**src/rtl/dense_mac_seq.sv**
```systemverilog
// Dense-layer MAC sequencer. Walks the weight ROM one neuron at a time and
// multiplies each weight by its activation. It emits one accumulated, optionally
// ReLU-clamped result per neuron.
module dense_mac_seq #(
    parameter int DATA_WIDTH     = 8,
    parameter int ADDR_WIDTH     = 8,
    parameter int ACT_ADDR_WIDTH = 4,
    parameter int N_IN           = 16,
    parameter int N_OUT          = 4,
    parameter int ACC_WIDTH      = 24,
    parameter int RELU           = 1,
    localparam int IDX_WIDTH     = (N_OUT > 1) ? $clog2(N_OUT) : 1
) (
    input  logic                      clk,
    input  logic                      rst,
    input  logic                      start,
    output logic                      rom_ena,
    output logic [ADDR_WIDTH-1:0]     rom_addr,
    input  logic [DATA_WIDTH-1:0]     rom_q,
    output logic [ACT_ADDR_WIDTH-1:0] act_addr,
    input  logic [DATA_WIDTH-1:0]     act_q,
    output logic                      busy,
    output logic                      out_valid,
    output logic [IDX_WIDTH-1:0]      out_idx,
    output logic [ACC_WIDTH-1:0]      out_data,
    output logic                      done
);

    localparam int PROD_WIDTH = 2 * DATA_WIDTH;
    localparam logic [ACT_ADDR_WIDTH-1:0] I_LAST = ACT_ADDR_WIDTH'(N_IN - 1);
    localparam logic [IDX_WIDTH-1:0]      J_LAST = IDX_WIDTH'(N_OUT - 1);

    typedef enum logic [1:0] {
        IDLE  = 2'd0,
        ISSUE = 2'd1,
        DRAIN = 2'd2
    } state_t;

    state_t state_reg, state_next;

    logic [ACT_ADDR_WIDTH-1:0] i_reg;
    logic [IDX_WIDTH-1:0]      j_reg;
    logic [IDX_WIDTH-1:0]      j_d_reg;
    logic [IDX_WIDTH-1:0]      out_idx_reg;
    logic [ADDR_WIDTH-1:0]     rom_addr_reg;
    logic                      rom_ena_reg;
    logic                      v1_reg;
    logic                      last_i_reg;
    logic                      last_j_reg;
    logic                      out_valid_reg;
    logic                      done_reg;
    logic [ACC_WIDTH-1:0]      acc_reg;
    logic [ACC_WIDTH-1:0]      out_data_reg;

    logic                         accept;
    logic                         i_wrap;
    logic                         last_issue;
    logic signed [PROD_WIDTH-1:0] prod;
    logic [ACC_WIDTH-1:0]         sum;
    logic [ACC_WIDTH-1:0]         result;

    always_comb begin
        state_next = state_reg;
        accept     = 1'b0;
        i_wrap     = (i_reg == I_LAST);
        last_issue = (state_reg == ISSUE) && i_wrap && (j_reg == J_LAST);
        case (state_reg)
            IDLE: begin
                if (start) begin
                    accept     = 1'b1;
                    state_next = ISSUE;
                end
            end
            ISSUE: begin
                if (last_issue) begin
                    state_next = DRAIN;
                end
            end
            // Stay until the final neuron strobes, so a start coinciding with done is ignored
            DRAIN: begin
                if (done_reg) begin
                    state_next = IDLE;
                end
            end
            default: state_next = IDLE;
        endcase
    end

    // The signed size cast sign-extends the full-precision product into the accumulator
    assign prod = $signed(rom_q) * $signed(act_q);
    assign sum  = acc_reg + ACC_WIDTH'(prod);

    generate
        if (RELU != 0) begin : g_relu
            assign result = sum[ACC_WIDTH-1] ? '0 : sum;
        end else begin : g_pass
            assign result = sum;
        end
    endgenerate

    always_ff @(posedge clk) begin
        if (rst) begin
            state_reg     <= IDLE;
            i_reg         <= '0;
            j_reg         <= '0;
            j_d_reg       <= '0;
            rom_addr_reg  <= '0;
            rom_ena_reg   <= 1'b0;
            v1_reg        <= 1'b0;
            last_i_reg    <= 1'b0;
            last_j_reg    <= 1'b0;
            out_valid_reg <= 1'b0;
            out_idx_reg   <= '0;
            out_data_reg  <= '0;
            done_reg      <= 1'b0;
            acc_reg       <= '0;
        end else begin
            state_reg   <= state_next;
            rom_ena_reg <= (state_next == ISSUE);

            // rom_addr tracks j*N_IN+i as a running count, avoiding a multiplier
            if (accept) begin
                i_reg        <= '0;
                j_reg        <= '0;
                rom_addr_reg <= '0;
            end else if ((state_reg == ISSUE) && !last_issue) begin
                rom_addr_reg <= rom_addr_reg + ADDR_WIDTH'(1);
                if (i_wrap) begin
                    i_reg <= '0;
                    j_reg <= j_reg + IDX_WIDTH'(1);
                end else begin
                    i_reg <= i_reg + ACT_ADDR_WIDTH'(1);
                end
            end

            // Tags travel alongside the read so they line up with rom_q/act_q
            v1_reg     <= rom_ena_reg;
            last_i_reg <= i_wrap;
            last_j_reg <= (j_reg == J_LAST);
            j_d_reg    <= j_reg;

            out_valid_reg <= 1'b0;
            done_reg      <= 1'b0;
            if (accept) begin
                acc_reg <= '0;
            end else if (v1_reg) begin
                if (last_i_reg) begin
                    acc_reg       <= '0;
                    out_valid_reg <= 1'b1;
                    out_data_reg  <= result;
                    out_idx_reg   <= j_d_reg;
                    done_reg      <= last_j_reg;
                end else begin
                    acc_reg <= sum;
                end
            end
        end
    end

    assign rom_ena   = rom_ena_reg;
    assign rom_addr  = rom_addr_reg;
    assign act_addr  = i_reg;
    assign busy      = (state_reg != IDLE);
    assign out_valid = out_valid_reg;
    assign out_idx   = out_idx_reg;
    assign out_data  = out_data_reg;
    assign done      = done_reg;

endmodule

```
**config.mk**
```make
export PLATFORM = sky130hd
export DESIGN_NAME = dense_mac_seq
export DESIGN_NICKNAME = d
export VERILOG_FILES = /design/src/rtl/dense_mac_seq.sv
export SDC_FILE = /design/constraint.sdc
export NUM_CORES = 1
export LEC_CHECK = 0
export ABC_AREA = 1
export CAP_MARGIN = 20
export CORE_UTILIZATION = 46
export CTS_CLUSTER_DIAMETER = 100
export DETAILED_ROUTE_END_ITERATION = 7
export PLACE_DENSITY = 0.78
export REMOVE_ABC_BUFFERS = 1
export SLEW_MARGIN = 20
export SYNTH_ARGS = -nofsm -noshare
export SYNTH_HDL_FRONTEND = slang
export SYNTH_SLANG_ARGS = --single-unit
```
**constraint.sdc**
```tcl
create_clock -name clk -period 8.8 [get_ports clk]
set_input_delay 2.2 -clock clk [delete_from_list [all_inputs] [get_ports clk]]
set_output_delay 2.2 -clock clk [all_outputs]
set_load 0.01 [all_outputs]
```
==> impl_metrics.tcl <==
set metrics [dict create \
    status "completed" \
    fmax_ghz 0.1223 \
    worstMarginPinSlew_ns 0.7298 \
    ant_nets 0 \
    dpl_worst_slack_ns 0.2090 \
    vias 6185 \
    finClkSkew_ns 0.008722 \
    layout_setup_ws_ns 0.6248 \
    clk_latency_ns 0.34 \
    rsz0062_at_grt "no" \
    fin_nets 1169 \
    cts_tree "yes" \
    netlist_area_mm2 0.007025 \
    initial_core_util_pct 47.80 \
    critPathSlowestCell "fa_1" \
    grtUsageTotal_pct 21.42 \
    syn_inst 993 \
    root_buffer "clkbuf_16" \
    finalSetupViolations 0 \
    drc_errors 0 \
    n_antenna_cell 0 \
    slew_viol_final 0 \
    num_rows 44 \
    grt-ovfl-total 0 \
    dp_hpwl_um 12220 \
    die-area_mm2 0.01577 \
    max_cap_viol_count 0 \
    synth-seq-cells 73 \
    die_x_um 125.6 \
    hold_ws_ns 0.4199 \
    grt_pass1_vias 6142 \
    cp_slowest_stage_delay_ns 0.55 \
    layout_common_cells "nand2_1 (261), inv_1 (214), a21oi_1 (74)" \
    fin_setup_tns_ns 0 \
    leakage_uw 0.004060 \
    timing.rr.start "acc_reg[0]$_SDFFE_PP0P_" \
    cts_buffers 9 \
    worstPathMaxFanout 14 \
    crit_top_cell "inv_1" \
    period_share_pct 92.90 \
    drtIter0Drc 325 \
    worstPathRequired_ns 9.06 \
    grt_max_degree 37 \
    antenna_found_initial 0 \
    reg2regPathDepth 11 \
    viasPerCell 5.041 \
    min_from "rom_ena$_SDFF_PP0_" \
    largest_reg_flops 24 \
    synth_enable_flop_cells 0 \
    ir_drop_mv 0.1819 \
    min_path_type "flip-flop to flip-flop" \
    firstDrtPassIters 7 \
    yosysWarnings 0 \
    hold_viol 0 \
    yosysUniqueCellTypes 38 \
    cp_top_family "adder cells" \
    maxSlewHeadroom_pct 51.24 \
    min_path_cells 2 \
    synth.avg_cell_area_um2 7.075 \
    critical_path_depth 31 \
    place_congestion 0.9098 \
    core_area_mm2 0.01470 \
    cp.arrival_ns 8.44 \
    cts_max_level 3 \
    routed_wl_um 15650 \
    synth_seq_area_share_pct 20.80 \
    criticalPathCategory "input pin to flip-flop" \
    synthFlopType "dfxtp_1" \
    drive_gt1_share_pct 8.341 \
    cts_buffer_depth 2 \
    worstSetupStartpoint "act_q[7]" \
    die_height_um 125.6 \
    port_buffers 59 \
    io_pins 61 \
    cp-start-kind "input pin" \
    worst-path-buf-inv 7 \
    synthToLayoutAreaGrowth_pct 14.96 \
    cts.sinks 73 \
    period_needed_ns 8.175 \
    grt_pass1_wl_um 27880 \
    cp-end-kind "flip-flop" \
    finalPower_uw 2747 \
    final_common_cell "nand2_1" \
    clkSlewWorstSetupHoldPaths_ns 0.07 \
    powerDensity_mw_per_mm2 340.1 \
    wl_per_cell_um 12.75 \
    async_flop_share_pct 0 \
]
## worst reg2reg max path: stages, from the launching register on
cell and delay, ns:
dfxtp_1 0.33, ha_1 0.19, inv_1 0.07, fa_1 0.42, o21ai_0 0.42, nand2_1 0.09
nand2_1 0.13, nand3_1 0.08, nand2_1 0.11, xor2_1 0.27, nand2_1 0.11, a21oi_1 0.13
## Yosys cell counts (all sizes together) (2+ instances only)
| master | instances | area [um2] |
|---|---|---|
| nor3 | 5 | 25.02 |
| and2 | 2 | 12.51 |
| a21o | 2 | 15.01 |
| dfxtp | 73 | 1461 |
| nand3 | 54 | 375.4 |
| xnor2 | 10 | 87.58 |
| o21ai | 21 | 105.1 |
| a21oi | 95 | 554.3 |
| nor2 | 54 | 217.7 |
| buf | 8 | 75.07 |
| o21bai | 4 | 30.03 |
| nand2 | 270 | 1046 |
| xor2 | 13 | 113.9 |
| nand4 | 11 | 68.82 |
| o211ai | 2 | 15.01 |
| inv | 219 | 822.0 |
| nor3b | 3 | 22.52 |
| clkbuf | 27 | 101.4 |
| ha | 56 | 700.7 |
| fa | 56 | 1121 |
## logic make-up (layout without fill, tap and decap cells)
logic type               after synthesis  in the layout  share of synthesized area [%]
AO/OA/AOI/OAI                        128            128                          10.69
flip-flops                            73             73                          20.80
AND/OR/NAND/NOR                      402            402                          25.45
XOR/XNOR                              23             23                          2.867
buffers and inverters                254            304                          14.21
adder cells (fa/ha/maj)              112            112                          25.93
other                                  1              1                        0.05338
## per-layer routing
metal,track usage (%),vias up,part of all wire [%]
li1,-,3117,-
met1,28.10,2853,46
met2,35.56,188,45
met3,4.750,27,6.5
met4,5.667,0,1.8
met5,0,-,0
## final cells by class
cell class              instances  area [um2]
fillers                      1329        6623
multi-input cells             666        4571
flip-flops and latches         73        1461
inverters                     219       822.0
repair buffers                 69       685.7
well taps                     184       230.2
clock buffers                   9       225.2
clock inverters                 7       81.33
## worst paths after layout
check	end	slack (ns)
worst max-delay path	out_data[0]$_SDFFE_PP0P_	0.62
worst min register to register	v1_reg$_SDFF_PP0_	0.42
worst max register to register	acc_reg[16]$_SDFFE_PP0P_	6.37
worst min-delay path	v1_reg$_SDFF_PP0_	0.42
## where the power goes
| part | leakage, uW | switching, uW | internal, uW | total (uW) |
|---|---|---|---|---|
| combinational | 0.00332 | 1310 | 701 | 2010 |
| sequential | 0.000590 | 10.5 | 347 | 357 |
| clock | 0.000148 | 155 | 225 | 379 |
## metrics by stage
step	std cells	utilization (%)	instance area, um2
3_3_place_gp	1211	52.83	7765
3_5_place_dp	1211	52.83	7765
2_1_floorplan	958	-	6849
4_1_cts	1227	54.91	8071
6_report	1227	54.95	8077
5_1_grt	1227	54.95	8077
## what timing repair did
item | CTS | global route
hold buffers | 0 | 0
setup endpoints to repair | 0 | 1
resized for setup | 0 | 1
buffers inserted | 0 | 0
hold endpoints to repair | 0 | 0
No activity file was read; power rests on OpenSTA's default activity.
